$ cat config.mk
export PLATFORM = sky130hd
export DESIGN_NAME = uart_tx
export DESIGN_NICKNAME = d
export VERILOG_FILES = /design/src/rtl/uart_pkg.sv /design/src/rtl/baud_tick_gen.sv /design/src/rtl/uart_tx.sv
export SDC_FILE = /design/constraint.sdc
export NUM_CORES = 1
export LEC_CHECK = 0
export CAP_MARGIN = 20
export CORE_ASPECT_RATIO = 0.75
export CORE_MARGIN = 2
export CORE_UTILIZATION = 55
export CTS_CLUSTER_SIZE = 16
export DETAILED_ROUTE_END_ITERATION = 10
export DONT_BUFFER_PORTS = 1
export GPL_ROUTABILITY_DRIVEN = 0
export PLACE_DENSITY = 0.7
export SETUP_SLACK_MARGIN = 0.4
export SYNTH_ARGS = -nofsm -noshare
export SYNTH_HDL_FRONTEND = slang
export SYNTH_HIERARCHICAL = 1
export SYNTH_SLANG_ARGS = --single-unit
$ cat constraint.sdc
create_clock -name CLOCK -period 5.63 [get_ports CLOCK]
set_input_delay 0.563 -clock CLOCK [delete_from_list [all_inputs] [get_ports CLOCK]]
set_output_delay 0.563 -clock CLOCK [all_outputs]
set_load 0.005 [all_outputs]
$ cat src/rtl/uart_pkg.sv
// uart_pkg: shared UART state encoding, default line rate and bit-period helper.
package uart_pkg;

    typedef enum logic [2:0] {IDLE, START, DATA, PARITY, STOP} uart_state_t;

    localparam int DEFAULT_CLOCK_HZ = 100_000_000;
    localparam int DEFAULT_BAUD     = 115_200;

    function automatic int clks_per_bit(input int clock_hz, input int baud);
        return clock_hz / baud;
    endfunction

endpackage

$ cat src/rtl/baud_tick_gen.sv
// baud_tick_gen: bit-period counter with synchronous clear; one-cycle tick on the last count.
module baud_tick_gen #(
    parameter int CLKS_PER_BIT = 868
) (
    input  logic CLOCK,
    input  logic RESET,
    input  logic clear,
    output logic tick
);

    localparam int W = $clog2(CLKS_PER_BIT);

    logic [W-1:0] count;

    assign tick = !clear && count == W'(CLKS_PER_BIT - 1);

    always_ff @(posedge CLOCK or posedge RESET)
        if (RESET)
            count <= '0;
        else
            count <= (clear || tick) ? '0 : count + 1'b1;

endmodule

$ cat src/rtl/uart_tx.sv
// uart_tx: valid/ready byte in, 8N1 serial out (LSB first, idle high).
// Define UART_TX_PARITY_EN to insert an even-parity bit between data and stop.
module uart_tx #(
    parameter int CLOCK_HZ  = uart_pkg::DEFAULT_CLOCK_HZ,
    parameter int BAUD      = uart_pkg::DEFAULT_BAUD,
    parameter int DATA_BITS = 8
) (
    input  logic                 CLOCK,
    input  logic                 RESET,
    input  logic [DATA_BITS-1:0] DATA,
    input  logic                 VALID,
    output logic                 READY,
    output logic                 TX,
    output logic                 BUSY
);

    import uart_pkg::*;

    localparam int CPB = clks_per_bit(CLOCK_HZ, BAUD);
    localparam int BW  = $clog2(DATA_BITS);

    if (CPB < 2) begin : g_bad_cpb
        $error("uart_tx: CLOCK_HZ / BAUD must be at least 2");
    end
    if (DATA_BITS < 5 || DATA_BITS > 8) begin : g_bad_bits
        $error("uart_tx: DATA_BITS must be 5..8");
    end

    uart_state_t          state;
    logic [DATA_BITS-1:0] shift;
    logic [BW-1:0]        bit_cnt;
    logic                 tick;
`ifdef UART_TX_PARITY_EN
    logic                 parity;
`endif

    baud_tick_gen #(.CLKS_PER_BIT(CPB)) u_baud (
        .CLOCK(CLOCK),
        .RESET(RESET),
        .clear(state == IDLE),
        .tick (tick)
    );

    assign BUSY = ~READY;

    // The port DATA shadows the enum literal, so the data state is scoped explicitly.
    always_ff @(posedge CLOCK or posedge RESET)
        if (RESET) begin
            state   <= IDLE;
            TX      <= 1'b1;
            READY   <= 1'b1;
            shift   <= '0;
            bit_cnt <= '0;
`ifdef UART_TX_PARITY_EN
            parity  <= 1'b0;
`endif
        end else begin
            case (state)
                IDLE: if (VALID) begin
                    shift  <= DATA;
                    state  <= START;
                    TX     <= 1'b0;
                    READY  <= 1'b0;
`ifdef UART_TX_PARITY_EN
                    parity <= ^DATA;
`endif
                end
                START: if (tick) begin
                    state   <= uart_pkg::DATA;
                    TX      <= shift[0];
                    bit_cnt <= '0;
                end
                uart_pkg::DATA: if (tick) begin
                    if (bit_cnt == BW'(DATA_BITS - 1)) begin
`ifdef UART_TX_PARITY_EN
                        state <= PARITY;
                        TX    <= parity;
`else
                        state <= STOP;
                        TX    <= 1'b1;
`endif
                    end else begin
                        shift   <= shift >> 1;
                        TX      <= shift[1];
                        bit_cnt <= bit_cnt + 1'b1;
                    end
                end
`ifdef UART_TX_PARITY_EN
                PARITY: if (tick) begin
                    state <= STOP;
                    TX    <= 1'b1;
                end
`endif
                STOP: if (tick) begin
                    state <= IDLE;
                    READY <= 1'b1;
                end
                default: begin
                    state <= IDLE;
                    TX    <= 1'b1;
                    READY <= 1'b1;
                end
            endcase
        end

endmodule

Word level (Yosys, flattened, before mapping)
Index checks and enable logic that the tools add are counted.

operators by class
  $add $sub $neg = 2
  eq/ne operators = 11
  mux-type cells = 21
  bitwise logic cells = 3
  reductions and logical operators = 12

operators by type and width
  operator               number
  $mux 8                 3
  $mux 3                 7
  $pmux 8 s2             1
  $pmux 3 s4             1
  $reduce_and 4->1       3
  $add 10x1->10 const B  1
  $eq 10x10->1 const B   1
  $mux 10                1
  $eq 3x3->1 const B     2
  $ne 2x1->1 const B     3
  $ne 2x2->1 const B     3
  $pmux 3 s2             1
  $mux 1                 5
  $reduce_and 5->1       1
  $pmux 1 s4             1
  $reduce_bool 2->1      2
  $add 3x1->3 const B    1
  $eq 3x1->1 const B     1
  $eq 3x2->1 const B     1
  $logic_not 3->1        1
  $not 1->1              3
  $pmux 1 s3             1
  $reduce_and 3->1       1
  $reduce_or 2->1        1
  other kinds (3)        3

storage, ports and cells
  flip-flop bits (word level) = 26
  bits of input ports = 11
  output and inout bits = 3
  word-level logic and storage cells = 55

Depth between registers and ports, before layout
  depth in word-level cells = 5
  gate-level depth with buffers = 9

Modules after synthesis
The synthesis kept the hierarchy.

by module, submodules not included
  module         instances  cells each  area each (um2)  sequential area each (um2)
  uart_tx        1          87          883.3            402.9
  baud_tick_gen  1          55          558.0            250.2

Least setup slack after synthesis
OpenSTA, ideal clock, no wires.

  path kind = register to register
  start = register u_baud.count[0]
  end = register shift[2]
  library setup time = 0.073 ns
  arrival time = 2.081 ns
  path slack = 3.476 ns
  cell stages (with the launch flop) = 10
  cells stage by stage = dfrtp_1 ha_1 and4bb_1 nand4_1 nor2_1 nand3b_2 a211oi_4 buf_6 nor2_1 a21oi_2

between the ends
  longest elaborated chain between the ends = 4

RTL lines
  element                     RTL line             RTL
  start, declared             baud_tick_gen.sv:13  logic [W-1:0] count;
  start signal, assigned      baud_tick_gen.sv:21  count <= (clear || tick) ? '0 : count + 1'b1;
  $eq 10x10->1                baud_tick_gen.sv:15  assign tick = !clear && count == W'(CLKS_PER_BIT - 1);
  $logic_and 1x1->1           baud_tick_gen.sv:15
  via tick                    uart_tx.sv:32        logic tick;
  $ne 2x1->1 (no line)        -
  $reduce_and 4->1 (no line)  -
  end signal, assigned        uart_tx.sv:83        shift <= shift >> 1;
  end, declared               uart_tx.sv:30        logic [DATA_BITS-1:0] shift;

The timed path passes the listed nets, and every way through them passes these cells.
A chain may end at the register's enable or synchronous reset.

Final worst setup path
  start = register u_baud.count[0]
  end = register shift[7]

Same word-level chain as after synthesis.

==> reports/qor.yml <==
comb_power_share_pct: 20.3
htreeDepth: 1
wl_per_cell_um: 13.8
netlist.area_leader.share_pct: 41.7
syn_avg_cell_area_um2: 10.2
ys_seq_area_share_pct: 45.3
crit_path_top_delay_cell: "a211oi_4"
peakVddDrop_v: 0.000154
fin_cells: 177
io_buffers: 0
syn_inst: 142
yosys_warnings: 6
wirelength_um: 2450
antenna_found_initial: 0
ant_nets: 0
area_growth_pct: 3.30
criticalPathCategory: "reg -> reg"
tns_ns: 0
cts_tree: "built"
finalCriticalPeriod_ns: 2.56
core_area_mm2: 0.00254
post_cts_buffers: 0
grt-ovfl-total: 0
drtPass1Iterations: 4
setup_violations: 0
grt_max_degree: 17
fmax_ghz: 0.390
floorplan.initialDensity_pct: 56.7
clkTransAtPathRegs_ns: 0.14
rr_worst_depth: 8
worstPathArrival_ns: 2.82
final-hold-violation-count: 0
yosys-top-cells-area: "dfrtp_1 42%, mux2i_1 5.6%, dfstp_2 3.6%"
worstPathRequired_ns: 5.89
period_share_pct: 45.5
slew_violations: 0
grt_pass1_vias: 959
drc: 0
critPathLaunchType: "register"
crit_path_cell_trace: "ha_1, and4bb_1, nand4_1, nor2_1, nand3b_2, a211oi_4, nand3b_1, o21ai_0"
status: "finished, final reports clean"
cts.sinks: 26
ios: 14
dieWidth_um: 63.1
synthDistinctLibCells: 40
antenna_cells: 0
rsz0062_at_grt: "no"
critical-path-max-stage-delay_ns: 0.61
yosys.area.top_type: "dfrtp_1"
post_drt_via_cell_ratio: 5.62
grt_util_all_layers_pct: 18.8
cap_violations: 0
cellLeakagePower_nw: 0.611
synth.net_count: 157
dieArea_mm2: 0.00305
max_slew.worst_pin.slew_ns: 0.626
die_height_um: 48.3
clkLatencyLatePin_ns: 0.33
rows: 16
cts_root_buf: "clkbuf_4"
cp_max_fo: 16
cts_resized: 0
internal_power_w: 0.000300
p_clk_share_pct: 21.6
powerDensity_mw_per_mm2: 296
cts_hold_buf: 0
swShare_pct: 32.0
switchingPower_w: 0.000141
setup.worst_path.end_class: "register"
min_path_type: "in -> async"
via_count: 995
cts_buffers: 3
hpwl_um: 1820
slew_headroom_pct: 58.1
dp.cells: 173
ys_ff_latch: 26
fin_nets: 157
cts.path.max_buffers: 2
skew_ns: 0.00180
p_seq_share_pct: 58.2
drive_gt1_share_pct: 16.3
initialDrtViolationCount: 39
grt_first_pass_wirelength_um: 4530
synth_area_mm2: 0.00144
## placed cells by master, fill, tap and decap left out, types with 4 or more instances in the layout
cell type and instances:
a21oi_2 6, o21ai_0 6, nor3_1 5, mux2i_1 8, nor2_2 4, nor2_1 14, inv_1 6, nand2_1 4
or3_1 4, a21oi_1 10, nand3_1 5, ha_1 4, dfrtp_1 24
## final cells by class
class / count / area, µm²
inverter: 6 / 22.5
clock buffer: 4 / 36.3
fill: 247 / 1050
sequential: 26 / 653
timing repair buffer: 1 / 7.51
tap: 36 / 45.0
multi-input combinational: 104 / 724
## routing by layer
metal	vias up	GRT usage [%]	routed length, µm
li1	504	-	-
met1	472	26.9	1230
met2	16	29.4	1110
met3	3	4.88	88
met4	0	3.33	19
met5	-	0	0
## path summary, 6_finish.rpt
| path | start | endpoint | slack, ns |
|---|---|---|---|
| setup / recovery | u_baud/count[0] | shift[7] | 3.07 |
| hold / removal | RESET | u_baud/count[1] | 0.08 |
| setup reg to reg | u_baud/count[0] | shift[7] | 3.07 |
| hold reg to reg | bit_cnt[1] | bit_cnt[1] | 0.53 |
| max in group asynchronous | RESET | bit_cnt[2] | 5.08 |
| min in group CLOCK | DATA[7] | shift[7] | 0.39 |
## cells by family (layout without fill, tap and decap cells)
logic type	count (synthesis)	count (layout)	share of synthesized area, %
AOI/OAI and AO/OA	31	31	15.4
xor gates and xnor gates	4	4	2.43
adders and majority gates	4	4	3.47
buffers and inverters	12	11	4.43
DFF	26	26	45.3
muxes	10	10	7.12
and+or+nand+nor	55	55	21.9
## Yosys cell counts, drive strengths merged
master    n
dfrtp    24
nor2     19
a21oi    16
mux2i     8
inv       6
o21ai     6
buf       5
nand3     5
nor3      5
ha        4
nand2     4
nand3b    4
or3       4
nand2b    3
nand4     3
a22o      2
and2      2
dfstp     2
mux2      2
nor3b     2
o32a      2
xnor2     2
xor2      2
a211oi    1
a31oi     1
a41o      1
and4bb    1
clkbuf    1
nand4bb   1
nor2b     1
o21bai    1
o31ai     1
or2       1
## worst max-delay path, delay by kind of cell (launching register included)
kind	cells	cell delay, ns
fa+ha+maj	1	0.27
simple gates	5	1.04
compound gates	2	0.71
flops	1	0.47
## flip-flops by register name (all words and copies together), names as in the netlist
name          flops
TX                1
shift             8
READY             1
bit_cnt           3
u_baud/count     10
state             3
## stage by stage
step	setup WS [ns]	util (%)	instance area (µm²)	total power, W	hold slack [ns]
finish	3.07	58.6	1490	0.000441	0.0847
global route	2.75	58.6	1490	0.000477	0.0843
CTS	3.05	58.6	1490	0.000447	0.0759
detailed placement	3.09	57.1	1450	0.000351	0.458
global placement	3.24	57.1	1450	0.000347	0.449
floorplan	3.48	-	1440	0.000329	0.403
## power by group through the flow
| stage | registers [W] | clock network [W] | logic [W] |
|---|---|---|---|
| global route | 0.000265 | 0.000107 | 0.000104 |
| floorplan | 0.000251 | 0 | 0.0000779 |
| detailed placement | 0.000260 | 0 | 0.0000904 |
| CTS | 0.000256 | 0.0000997 | 0.0000908 |
| finish | 0.000257 | 0.0000951 | 0.0000894 |
| global placement | 0.000258 | 0 | 0.0000882 |
Note: power is estimated with default switching activity, not from simulation.
